[src/rtl/oc0a_perst_ctrl.sv]
// oc0a_perst_ctrl
// Sources PERST# for the downstream NVMe device on the oc0a link. After refclk has
// been continuously locked for T_PERST_CYCLES, the device and root-port core are
// released. The block then waits up to T_LINK_TIMEOUT cycles for data-link-up.
// A link-up timeout, or a filtered link loss while up, is retried up to MAX_RETRIES
// times. After that the block parks in FAIL until host PERST# or a software restart.
//
// Ports:
//   i_aclk            sole clock
//   i_aresetn         synchronous active-low reset
//   i_host_perstn     upstream host PERST# (asynchronous, synchronised here)
//   i_refclk_locked   refclk / GT PLL locked
//   i_link_up         root-port data-link-up
//   i_sw_reset_req    single-cycle request to restart the sequence
//   o_oc0a_perstn     PERST# to the device (registered)
//   o_rp_resetn       root-port core reset (registered)
//   o_link_ready      high while in UP
//   o_link_fail       high while in FAIL
//   o_retry_cnt       retries consumed since the last clear
//   o_state           ASSERT=0, RELEASE=1, UP=2, FAIL=3

module oc0a_perst_ctrl #(
    parameter int unsigned T_PERST_CYCLES = 25000000,
    parameter int unsigned T_LINK_TIMEOUT = 25000000,
    parameter int unsigned MAX_RETRIES    = 3,
    parameter int unsigned LINKDN_FILTER  = 16
) (
    input  logic       i_aclk,
    input  logic       i_aresetn,
    input  logic       i_host_perstn,
    input  logic       i_refclk_locked,
    input  logic       i_link_up,
    input  logic       i_sw_reset_req,
    output logic       o_oc0a_perstn,
    output logic       o_rp_resetn,
    output logic       o_link_ready,
    output logic       o_link_fail,
    output logic [3:0] o_retry_cnt,
    output logic [1:0] o_state
);

    localparam int unsigned CntMax  = (T_PERST_CYCLES > T_LINK_TIMEOUT) ?
                                      T_PERST_CYCLES : T_LINK_TIMEOUT;
    localparam int unsigned CntW    = (CntMax > 1) ? $clog2(CntMax) : 1;
    // The filter only needs to hold 0..LINKDN_FILTER-1; the last value triggers loss.
    localparam int unsigned FiltW   = (LINKDN_FILTER > 1) ? $clog2(LINKDN_FILTER) : 1;

    localparam logic [CntW-1:0]  PerstLast = CntW'(T_PERST_CYCLES - 1);
    localparam logic [CntW-1:0]  LinkLast  = CntW'(T_LINK_TIMEOUT - 1);
    localparam logic [FiltW-1:0] FiltLast  = FiltW'(LINKDN_FILTER - 1);
    localparam logic [3:0]       RetryMax  = 4'(MAX_RETRIES);

    typedef enum logic [1:0] {
        StAssert  = 2'd0,
        StRelease = 2'd1,
        StUp      = 2'd2,
        StFail    = 2'd3
    } state_e;

    state_e           r_state;
    logic [CntW-1:0]  r_cnt;
    logic [FiltW-1:0] r_filt;
    logic [3:0]       r_retry;
    logic             r_hp_meta;
    logic             r_hp_s;
    logic             r_perstn;
    logic             r_rp_resetn;
    logic             r_ready;
    logic             r_fail;

    state_e           w_state_nxt;
    logic [CntW-1:0]  w_cnt_nxt;
    logic [FiltW-1:0] w_filt_nxt;
    logic [3:0]       w_retry_nxt;
    logic             w_retry_ok;

    assign w_retry_ok = (r_retry < RetryMax);

    always_comb begin
        w_state_nxt = r_state;
        w_cnt_nxt   = r_cnt;
        w_filt_nxt  = r_filt;
        w_retry_nxt = r_retry;

        if (!r_hp_s || i_sw_reset_req) begin
            // Host PERST# or software restart: full restart, retry budget refilled.
            w_state_nxt = StAssert;
            w_cnt_nxt   = '0;
            w_filt_nxt  = '0;
            w_retry_nxt = '0;
        end else begin
            unique case (r_state)
                StAssert: begin
                    w_filt_nxt = '0;
                    if (!i_refclk_locked) begin
                        // Lock must hold continuously for the whole interval.
                        w_cnt_nxt = '0;
                    end else if (r_cnt == PerstLast) begin
                        w_state_nxt = StRelease;
                        w_cnt_nxt   = '0;
                    end else begin
                        w_cnt_nxt = r_cnt + CntW'(1);
                    end
                end

                StRelease: begin
                    if (!i_refclk_locked) begin
                        w_state_nxt = StAssert;
                        w_cnt_nxt   = '0;
                    end else if (i_link_up) begin
                        // Link-up beats a timeout landing in the same cycle.
                        w_state_nxt = StUp;
                        w_cnt_nxt   = '0;
                        w_filt_nxt  = '0;
                    end else if (r_cnt == LinkLast) begin
                        w_cnt_nxt = '0;
                        if (w_retry_ok) begin
                            w_retry_nxt = r_retry + 4'd1;
                            w_state_nxt = StAssert;
                        end else begin
                            w_state_nxt = StFail;
                        end
                    end else begin
                        w_cnt_nxt = r_cnt + CntW'(1);
                    end
                end

                StUp: begin
                    if (!i_refclk_locked) begin
                        w_state_nxt = StAssert;
                        w_cnt_nxt   = '0;
                        w_filt_nxt  = '0;
                    end else if (i_link_up) begin
                        w_filt_nxt = '0;
                    end else if (r_filt == FiltLast) begin
                        // LINKDN_FILTER consecutive low cycles: treat as link loss.
                        w_cnt_nxt  = '0;
                        w_filt_nxt = '0;
                        if (w_retry_ok) begin
                            w_retry_nxt = r_retry + 4'd1;
                            w_state_nxt = StAssert;
                        end else begin
                            w_state_nxt = StFail;
                        end
                    end else begin
                        w_filt_nxt = r_filt + FiltW'(1);
                    end
                end

                StFail: begin
                    w_cnt_nxt  = '0;
                    w_filt_nxt = '0;
                end

                default: begin
                    w_state_nxt = StAssert;
                    w_cnt_nxt   = '0;
                    w_filt_nxt  = '0;
                end
            endcase
        end
    end

    always_ff @(posedge i_aclk) begin
        if (!i_aresetn) begin
            r_state     <= StAssert;
            r_cnt       <= '0;
            r_filt      <= '0;
            r_retry     <= '0;
            r_hp_meta   <= 1'b0;
            r_hp_s      <= 1'b0;
            r_perstn    <= 1'b0;
            r_rp_resetn <= 1'b0;
            r_ready     <= 1'b0;
            r_fail      <= 1'b0;
        end else begin
            r_hp_meta   <= i_host_perstn;
            r_hp_s      <= r_hp_meta;
            r_state     <= w_state_nxt;
            r_cnt       <= w_cnt_nxt;
            r_filt      <= w_filt_nxt;
            r_retry     <= w_retry_nxt;
            // Outputs are decoded from the next state so they line up with r_state.
            r_perstn    <= (w_state_nxt == StRelease) || (w_state_nxt == StUp);
            r_rp_resetn <= (w_state_nxt == StRelease) || (w_state_nxt == StUp);
            r_ready     <= (w_state_nxt == StUp);
            r_fail      <= (w_state_nxt == StFail);
        end
    end

    assign o_oc0a_perstn = r_perstn;
    assign o_rp_resetn   = r_rp_resetn;
    assign o_link_ready  = r_ready;
    assign o_link_fail   = r_fail;
    assign o_retry_cnt   = r_retry;
    assign o_state       = r_state;

endmodule

[config.mk]
export PLATFORM = sky130hd
export DESIGN_NAME = oc0a_perst_ctrl
export DESIGN_NICKNAME = d
export VERILOG_FILES = /design/src/rtl/oc0a_perst_ctrl.sv
export SDC_FILE = /design/constraint.sdc
export NUM_CORES = 1
export LEC_CHECK = 0
export ABC_AREA = 1
export CAP_MARGIN = 10
export CORE_MARGIN = 2
export CORE_UTILIZATION = 40
export DETAILED_ROUTE_END_ITERATION = 10
export PLACE_DENSITY = 0.62
export SLEW_MARGIN = 20
export SYNTH_ARGS = -nofsm -noshare
export SYNTH_HDL_FRONTEND = slang
export SYNTH_SLANG_ARGS = --single-unit
[constraint.sdc]
create_clock -name i_aclk -period 2.7 [get_ports i_aclk]
set_clock_uncertainty 0.1 [all_clocks]
set_input_delay 0.405 -clock i_aclk [delete_from_list [all_inputs] [get_ports i_aclk]]
set_output_delay 0.405 -clock i_aclk [all_outputs]
set_load 0.03 [all_outputs]
# Yosys cells after proc, flatten, opt, wreduce, memory -nomap -nowiden
# Index checks and enable logic that the tools add are counted.
# word_totals
in_bits	6
ff_bits	40
# classes
muxes	33
n_lt_le_gt_ge	1
addsub	3
reduce_logical	10
n_eq_ne	17
bitwise	1
# ops
cell	count
$mux W25	7
$pmux W25 S4	1
$mux W4	12
$add A25 B1 Y25 const B	1
$eq A25 B25 Y1 const B	1
$mux W2	10
$ne A2 B2 Y1 const B	7
$pmux W4 S3	1
$add A4 B1 Y4 const B	2
$eq A2 B2 Y1 const B	4
$pmux W4 S2	1
$reduce_and A7 Y1	1
$ne A3 B3 Y1 const B	2
$pmux W2 S3	1
$eq A2 B1 Y1 const B	2
$eq A4 B4 Y1 const B	1
$lt A4 B2 Y1 const B	1
$reduce_and A2 Y1	2
$reduce_or A2 Y1	2
$logic_not A2 Y1	1
$logic_or A1 B1 Y1	2
$reduce_bool A2 Y1	1
$logic_not A1 Y1	1
$not A1 Y1	1

# Longest topological paths before layout
# Gate-level depths: netlist of run 1.
# logic_depth
word_depth	9
ltp_mapped	16
depth_no_buf	16

# Worst setup path after synthesis of run 1
# Ideal clock, no wire load.
# synth_timing
path_kind	register to register
start	register r_state[0], in the netlist o_state[0]
end	register r_fail, in the netlist o_link_fail
setup_slack_ns	0.681
arrival_time_ns	1.811
synth_period_minus_slack_ns	2.019
stages_incl_launch_ff	16
path_cell_list	dfxtp_1 > inv_1 > ha_1 > nand2_1 > inv_1 > nand2_4 > a21oi_1 > nor2_1 > nand2_1 > inv_1 > nand2_1 > nand2_2 > inv_1 > ha_1 > nand2_1 > inv_1
# synth_between
elab_chain_len	6
# synth_rtl
item	line_no	text
from (decl)	60	state_e r_state;
from (signal assigned)	166	r_state <= StAssert;
from (signal assigned)	179	r_state <= w_state_nxt;
$mux W2 (on tied branches)	135, 115	
$mux W2 (on tied branches)	133, 110	
$mux W2 (on tied branches)	129, 107	
$pmux W2 S3 (*)	92	unique case (r_state)
$mux W2 (*)	85	if (!r_hp_s || i_sw_reset_req) begin
via w_state_nxt[0]	71	state_e w_state_nxt;
$eq A2 B2 Y1 (*)	187	r_fail <= (w_state_nxt == StFail);
to (signal assigned)	187	
to (decl)	69	logic r_fail;
# Mark *: on every way through the listed nets, which the timed path passes. The rest lies on a longest branch.
# A chain may end at the register's enable or synchronous reset.

# Final worst setup path of run 1
# layout_timing
start	input i_refclk_locked
end	register r_rp_resetn, in the netlist o_rp_resetn
# layout_between
elab_chain_len	5
# layout_rtl
item	line_no	text
from (decl)	31	input logic i_refclk_locked,
$mux W2 (on tied branches)	129, 107, 95	
$pmux W2 S3 (*)	92	
$mux W2 (*)	85	
$eq A2 B1 Y1 or $eq A2 B2 Y1 (tied branches)	185	r_rp_resetn <= (w_state_nxt == StRelease) || (w_state_nxt == StUp);
$logic_or A1 B1 Y1 (*)	185	
to (signal assigned)	185	
to (decl)	67	logic r_rp_resetn;
# Every way passes the cells marked *; elsewhere a longest branch is shown, timed or not.

==> reports/qor.csv, run 1 <==
metric,value,unit
status,completed,
Worst-Skew Late Latency,0.29,ns
remaining global-route overflow,0,
crit-path cells,clkdlybuf4s50_1 > inv_2 > nor2_4 > inv_2 > nor2_2 > nand3_1 > nand2_1 > nor2_1 > nand2_1 > inv_1 > nand2_1 > nand2_2 > ha_1 > nor2_1,
post-synthesis sequential area ratio,0.3213,
Pre-antenna DRT Iters,5,
CP endpoint kind,flip-flop,
Async SR Flop Fraction,0,
Synth Area in Adders,0.04518,
number of global-route vias before repair,2042,
pin count of the biggest net entering global routing,16,
static leakage,0.001096,µW
"Net count, final",389,
CTS Sinks,40,
fraction of the mapped netlist area in compound gates,0.1245,
post-route ant nets,0,
maximum vdd drop,211.4,µV
core area,5956,µm²
top cell type by total area after synthesis,dfxtp_1,
CP peak stage delay,0.56,ns
Cell Rows,28,
Hold Path Class,flip-flop to flip-flop,
worst slew pin tran,0.4626,ns
Post-synth EDFFs,0,
synth warn,0,
final slew viol count,0,
maxcap violations,0,
# setup viols final,0,
initial antenna violation count,0,
chip height,82.94,µm
final core utilization,0.4700,
setup ws final,0.6240,ns
CTS tree,yes,
Resized Gates After CTS,0,
hold violation count in the final report,0,
post-DP HPWL,4028,µm
post-layout minimum cycle time,2.076,ns
Max-slew headroom,0.6909,
Synth area leaders,"dfxtp_1 (32%), nand2_1 (11%), inv_1 (8.3%), nor2_1 (5.9%), nand3_1 (5.0%)",
die extent in x,82.94,µm
Synth Area in Simple Gates,0.3931,
Syn Area/Cell,7.021,µm²
Critical Path AT,2.20,ns
"Hold-fix buffers, CTS",0,
IO Pins,16,
GP Congestion,0.9074,
vias per inst,4.831,
full die area,6878,µm²
largest family of logic cells by synthesized area,simple AND/OR/NAND/NOR gates,
Post-synth top cells,"nand2_1 (70), inv_1 (55), dfxtp_1 (40)",
global-route wire length before repair,9052,µm
Critical Path RT,2.83,ns
FMAX,481.7,MHz
final setup TNS,0,ns
area share of the largest cell type after synthesis,0.3213,
number of DRC markers in iteration 0,114,
post-synthesis mux area share,0,
Synth Instances,355,
Synth cell types,33,
clock root buffer master,clkbuf_8,
WP buf/inv,4,
detailed-route via count,2174,
#FFs+latches synth,40,
ratio of cells with drive above 1 in the final layout,0.1733,
synthesis-to-finish area growth,12.30,%
CP top delay family,buffers and inverters,
CP Class,primary input to flip-flop,
Initial Utilization,0.4185,
maximum clock path buffer count,2,
crit path max fanout,5,
Post-CTS Setup Inserts,0,
Tot GR Track Use,0.1560,
n_diodes,0,
H-Tree Level Count,2,
total CTS buffers,5,
Final Cycle Share,0.7689,
RSZ-0062 raised after global routing,no,
Total Wirelength,5138,µm
Port Buffers,15,
Critical Path Slowest Stage Cell,clkdlybuf4s50_1,
CP Launch Type,primary input,
routed len/inst,11.42,µm
"worst slack, placed",0.3053,ns
xor/xnor share of the synthesized area,0.007028,
drt drc,0,
"count leader, synth",nand2_1,
syn_nets,370,
Synth Flop Type,dfxtp_1,
pwr dens,367.8,nW/µm²
"most used cell, CP",nand2_1,
Synth Cell Area,2492,µm²
Worst-path clk slew,0.07,ns
-- stage by stage --
stage | std cells | hold WS [ns] | cell area [µm²] | total power, µW
after floorplan | 355 | 0.2900 | 2492 | 624.2
after global placement | 442 | 0.2960 | 2709 | 637.7
after detailed placement | 442 | 0.3029 | 2709 | 637.9
after CTS | 450 | 0.3214 | 2799 | 1051
after global routing | 450 | 0.3343 | 2799 | 1077
final | 450 | 0.3147 | 2799 | 1029
-- layer usage --
metal | routed length (µm) | part of all wire | track usage | vias to the layer above
li1 | - | - | - | 1165
met4 | 46 | 0.0090 | 0.03875 | 0
met3 | 250 | 0.049 | 0.03380 | 6
met1 | 2583 | 0.50 | 0.2142 | 957
met5 | 0 | 0 | 0 | -
met2 | 2258 | 0.44 | 0.2493 | 46
-- registers in the layout (all words and copies together) (netlist names) --
signal / cells
r_cnt: 25
o_retry_cnt: 4
r_filt: 4
o_state: 2
o_link_fail: 1
o_link_ready: 1
o_rp_resetn: 1
r_hp_meta: 1
r_hp_s: 1
-- cell families after synthesis --
group | after synthesis
flops | 40
xor+xnor | 2
simple gates | 190
buf+inv | 66
fa+ha+maj | 9
compound gates | 48
-- report_power, final --
| part | switching [µW] | internal (µW) | leakage [µW] |
|---|---|---|---|
| Clock | 197 | 208 | 0.0000455 |
| Sequential | 0.404 | 591 | 0.000322 |
| Combinational | 19.7 | 12.9 | 0.000728 |
| Total | 217 | 812 | 0.00110 |
-- placed cells by master (no fill, tap or decap), types with 9 or more instances in the layout --
master,n
inv_1,55
clkdlybuf4s50_1,15
nor3_1,10
ha_1,9
nand2_2,12
nand3_1,25
nor2_2,9
nand2_1,70
nor2_1,39
a21oi_1,22
dfxtp_1,40
-- tightest hold or removal path, cell delays in order (launching register included) --
cell and delay [ns]:
dfxtp_1 0.31, nand2_1 0.05, inv_1 0.04
-- path summary, 6_finish.rpt --
path / from / end / slack (ns) / cells after the start
setup / recovery: i_refclk_locked / o_rp_resetn$_SDFF_PN0_ / 0.62 / 14
hold / removal: r_hp_meta$_SDFF_PN0_ / r_hp_s$_SDFF_PN0_ / 0.31 / 2
setup reg to reg: r_filt[0]$_SDFFE_PP0P_ / o_link_fail$_SDFF_PN0_ / 0.63 / 15
hold reg to reg: r_hp_meta$_SDFF_PN0_ / r_hp_s$_SDFF_PN0_ / 0.31 / 2
-- layout make-up --
type,count,area [µm²]
timing repair buffer,17,165.2
inverter,61,229.0
fill,651,3157
sequential,40,800.8
tap,75,93.84
multi-input combinational,249,1420
clock buffer,8,90.09
(Power assumes the default switching activity.)
==> run 2: changes to the inputs <==
- clock period: 2.7 -> 2.2 ns (I/O delays scaled with it)
==> reports/qor.csv, run 2 (same netlist as run 1, synthesis figures left out) <==
metric,value,unit
status,completed,
met3 WL,193,µm
synthesis-to-finish area growth,16.72,%
crit path max fanout,4,
core area,5956,µm²
Hold Path Class,flip-flop to flip-flop,
Finished Layout Cells,456,
Pre-antenna DRT Iters,4,
Total Wirelength,5090,µm
GP Congestion,0.8627,
n_diodes,0,
worst r2r dst,o_rp_resetn$_SDFF_PN0_,
Hold Path Cell Cnt,2,
drt drc,0,
RSZ-0062 raised after global routing,no,
maximum clock path buffer count,2,
full die area,6878,µm²
chip height,82.94,µm
ratio of cells with drive above 1 in the final layout,0.1969,
CP endpoint kind,flip-flop,
IO Pins,16,
Worst-path clk slew,0.07,ns
final setup TNS,0,ns
FMAX,495.6,MHz
# setup viols final,0,
Cell Rows,28,
final slew viol count,0,
initial antenna violation count,0,
remaining global-route overflow,0,
number of DRC markers in iteration 0,122,
pin count of the biggest net entering global routing,15,
CTS Sinks,40,
maximum vdd drop,355.1,µV
Tot GR Track Use,0.1563,
Max-slew headroom,0.6924,
# fillers,617,
worst hold endpoint,r_hp_s$_SDFF_PN0_,
Final Cycle Share,0.9172,
Critical Path AT,2.15,ns
Met2 Wirelength,2095,µm
detailed-route via count,2182,
CP Launch Type,flip-flop,
static leakage,0.001152,µW
number of global-route vias before repair,1929,
Post-Place Cells,448,
Port Buffers,15,
most flop-heavy register,r_cnt,
H-Tree Level Count,2,
"most common cell after layout, fill and taps aside",nand2_1,
most frequent cells in the layout,"nand2_1 (70), inv_1 (55), nor2_1 (39), dfxtp_1 (39), nand3_1 (25)",
Initial Utilization,0.4185,
worst slew pin tran,0.4597,ns
routed len/inst,11.16,µm
Hold Startpoint,r_hp_meta$_SDFF_PN0_,
maxcap violations,0,
Critical Path RT,2.34,ns
CP Class,flip-flop to flip-flop,
worst reg2reg path depth,14,
Post-Route M1 WL,2715,µm
r2r startpoint,r_cnt[1]$_SDFFE_PP0P_,
max FFs per register,25,
post-DP HPWL,3927,µm
hold violation count in the final report,0,
total CTS buffers,5,
post-route ant nets,0,
r2r setup slk,0.18,ns
Worst-Skew Late Latency,0.29,ns
clock root buffer master,clkbuf_8,
"Net count, final",395,
die extent in x,82.94,µm
pwr dens,490.0,nW/µm²
post-layout minimum cycle time,2.018,ns
uppermost layer routed,met4,
vias per inst,4.785,
global-route wire length before repair,8928,µm
CTS tree,yes,
[run 2: cell types whose count changed in the layout (fill, tap and decap cells not counted), sizes merged]
cell	previous run	this run
buf	2	8
bufinv	0	1
clkbuf	8	7
[run 2: layer usage]
layer | vias up | GRT usage
li1 | 1177 | -
met1 | 955 | 0.2281
met2 | 42 | 0.2243
met3 | 8 | 0.04274
met4 | 0 | 0.04471
met5 | - | 0
[run 2: worst max-delay path by stage]
stage / slack (ns) / cells past startpoint / endpoint / from
floorplan: 0.18 / 15 / o_link_fail$_SDFF_PN0_ / o_state[0]$_SDFF_PN0_
global placement: 0.07 / 14 / o_rp_resetn$_SDFF_PN0_ / i_refclk_locked
detailed placement: 0.03 / 14 / o_rp_resetn$_SDFF_PN0_ / i_refclk_locked
CTS: 0.16 / 14 / o_rp_resetn$_SDFF_PN0_ / r_cnt[0]$_SDFFE_PP0P_
global route: 0.006 / 15 / o_rp_resetn$_SDFF_PN0_ / r_cnt[1]$_SDFFE_PP0P_
finish: 0.18 / 14 / o_rp_resetn$_SDFF_PN0_ / r_cnt[1]$_SDFFE_PP0P_
[run 2: where the power goes]
group | leakage, µW | switching, µW | internal, µW | total (µW)
registers | 0.000323 | 0.610 | 725 | 726
clock network | 0.0000645 | 256 | 400 | 656
logic | 0.000764 | 24.8 | 18.7 | 43.5
total | 0.00115 | 281 | 1140 | 1430
[run 2: layout make-up]
| type | count | area (µm²) | share of cell area |
|---|---|---|---|
| clock inverter | 1 | 30.03 | 0.01032 |
| clock buffer | 7 | 96.34 | 0.03312 |
| multi-input combinational | 249 | 1423 | 0.4890 |
| inverter | 61 | 229.0 | 0.07871 |
| sequential | 40 | 802.0 | 0.2757 |
| tap | 75 | 93.84 | 0.03226 |
| timing repair buffer | 23 | 235.2 | 0.08086 |
[run 2: worst max-delay path, cell delays in order, from the launching register on]
cell	delay, ns
dfxtp_1	0.36
ha_2	0.21
nand3_2	0.12
inv_2	0.11
nand2_1	0.09
nor2_4	0.16
nand3_1	0.11
nand2_1	0.09
nand2_1	0.05
nand2_1	0.05
nand2_1	0.05
nand2_1	0.07
inv_1	0.06
ha_1	0.26
nor2_1	0.09
[run 2: per-stage QoR]
stage	hold slack, ns	cell area (µm²)	worst slack, ns	power (µW)	utilization
after floorplan	0.2900	2492	0.1806	766.0	-
after global placement	0.2953	2779	0.07497	786.3	0.4666
after detailed placement	0.3192	2779	0.02647	786.7	0.4666
after CTS	0.3361	2905	0.1640	1448	0.4878
after global routing	0.3594	2909	0.005818	1489	0.4884
final	0.3289	2909	0.1822	1425	0.4884
[run 2: timing repair]
action / 4_1_cts / 5_1_grt
resized for setup: 0 / 2
setup buffers: 0 / 0
endpoints found under the setup margin: 0 / 3
hold buffers: 0 / 0
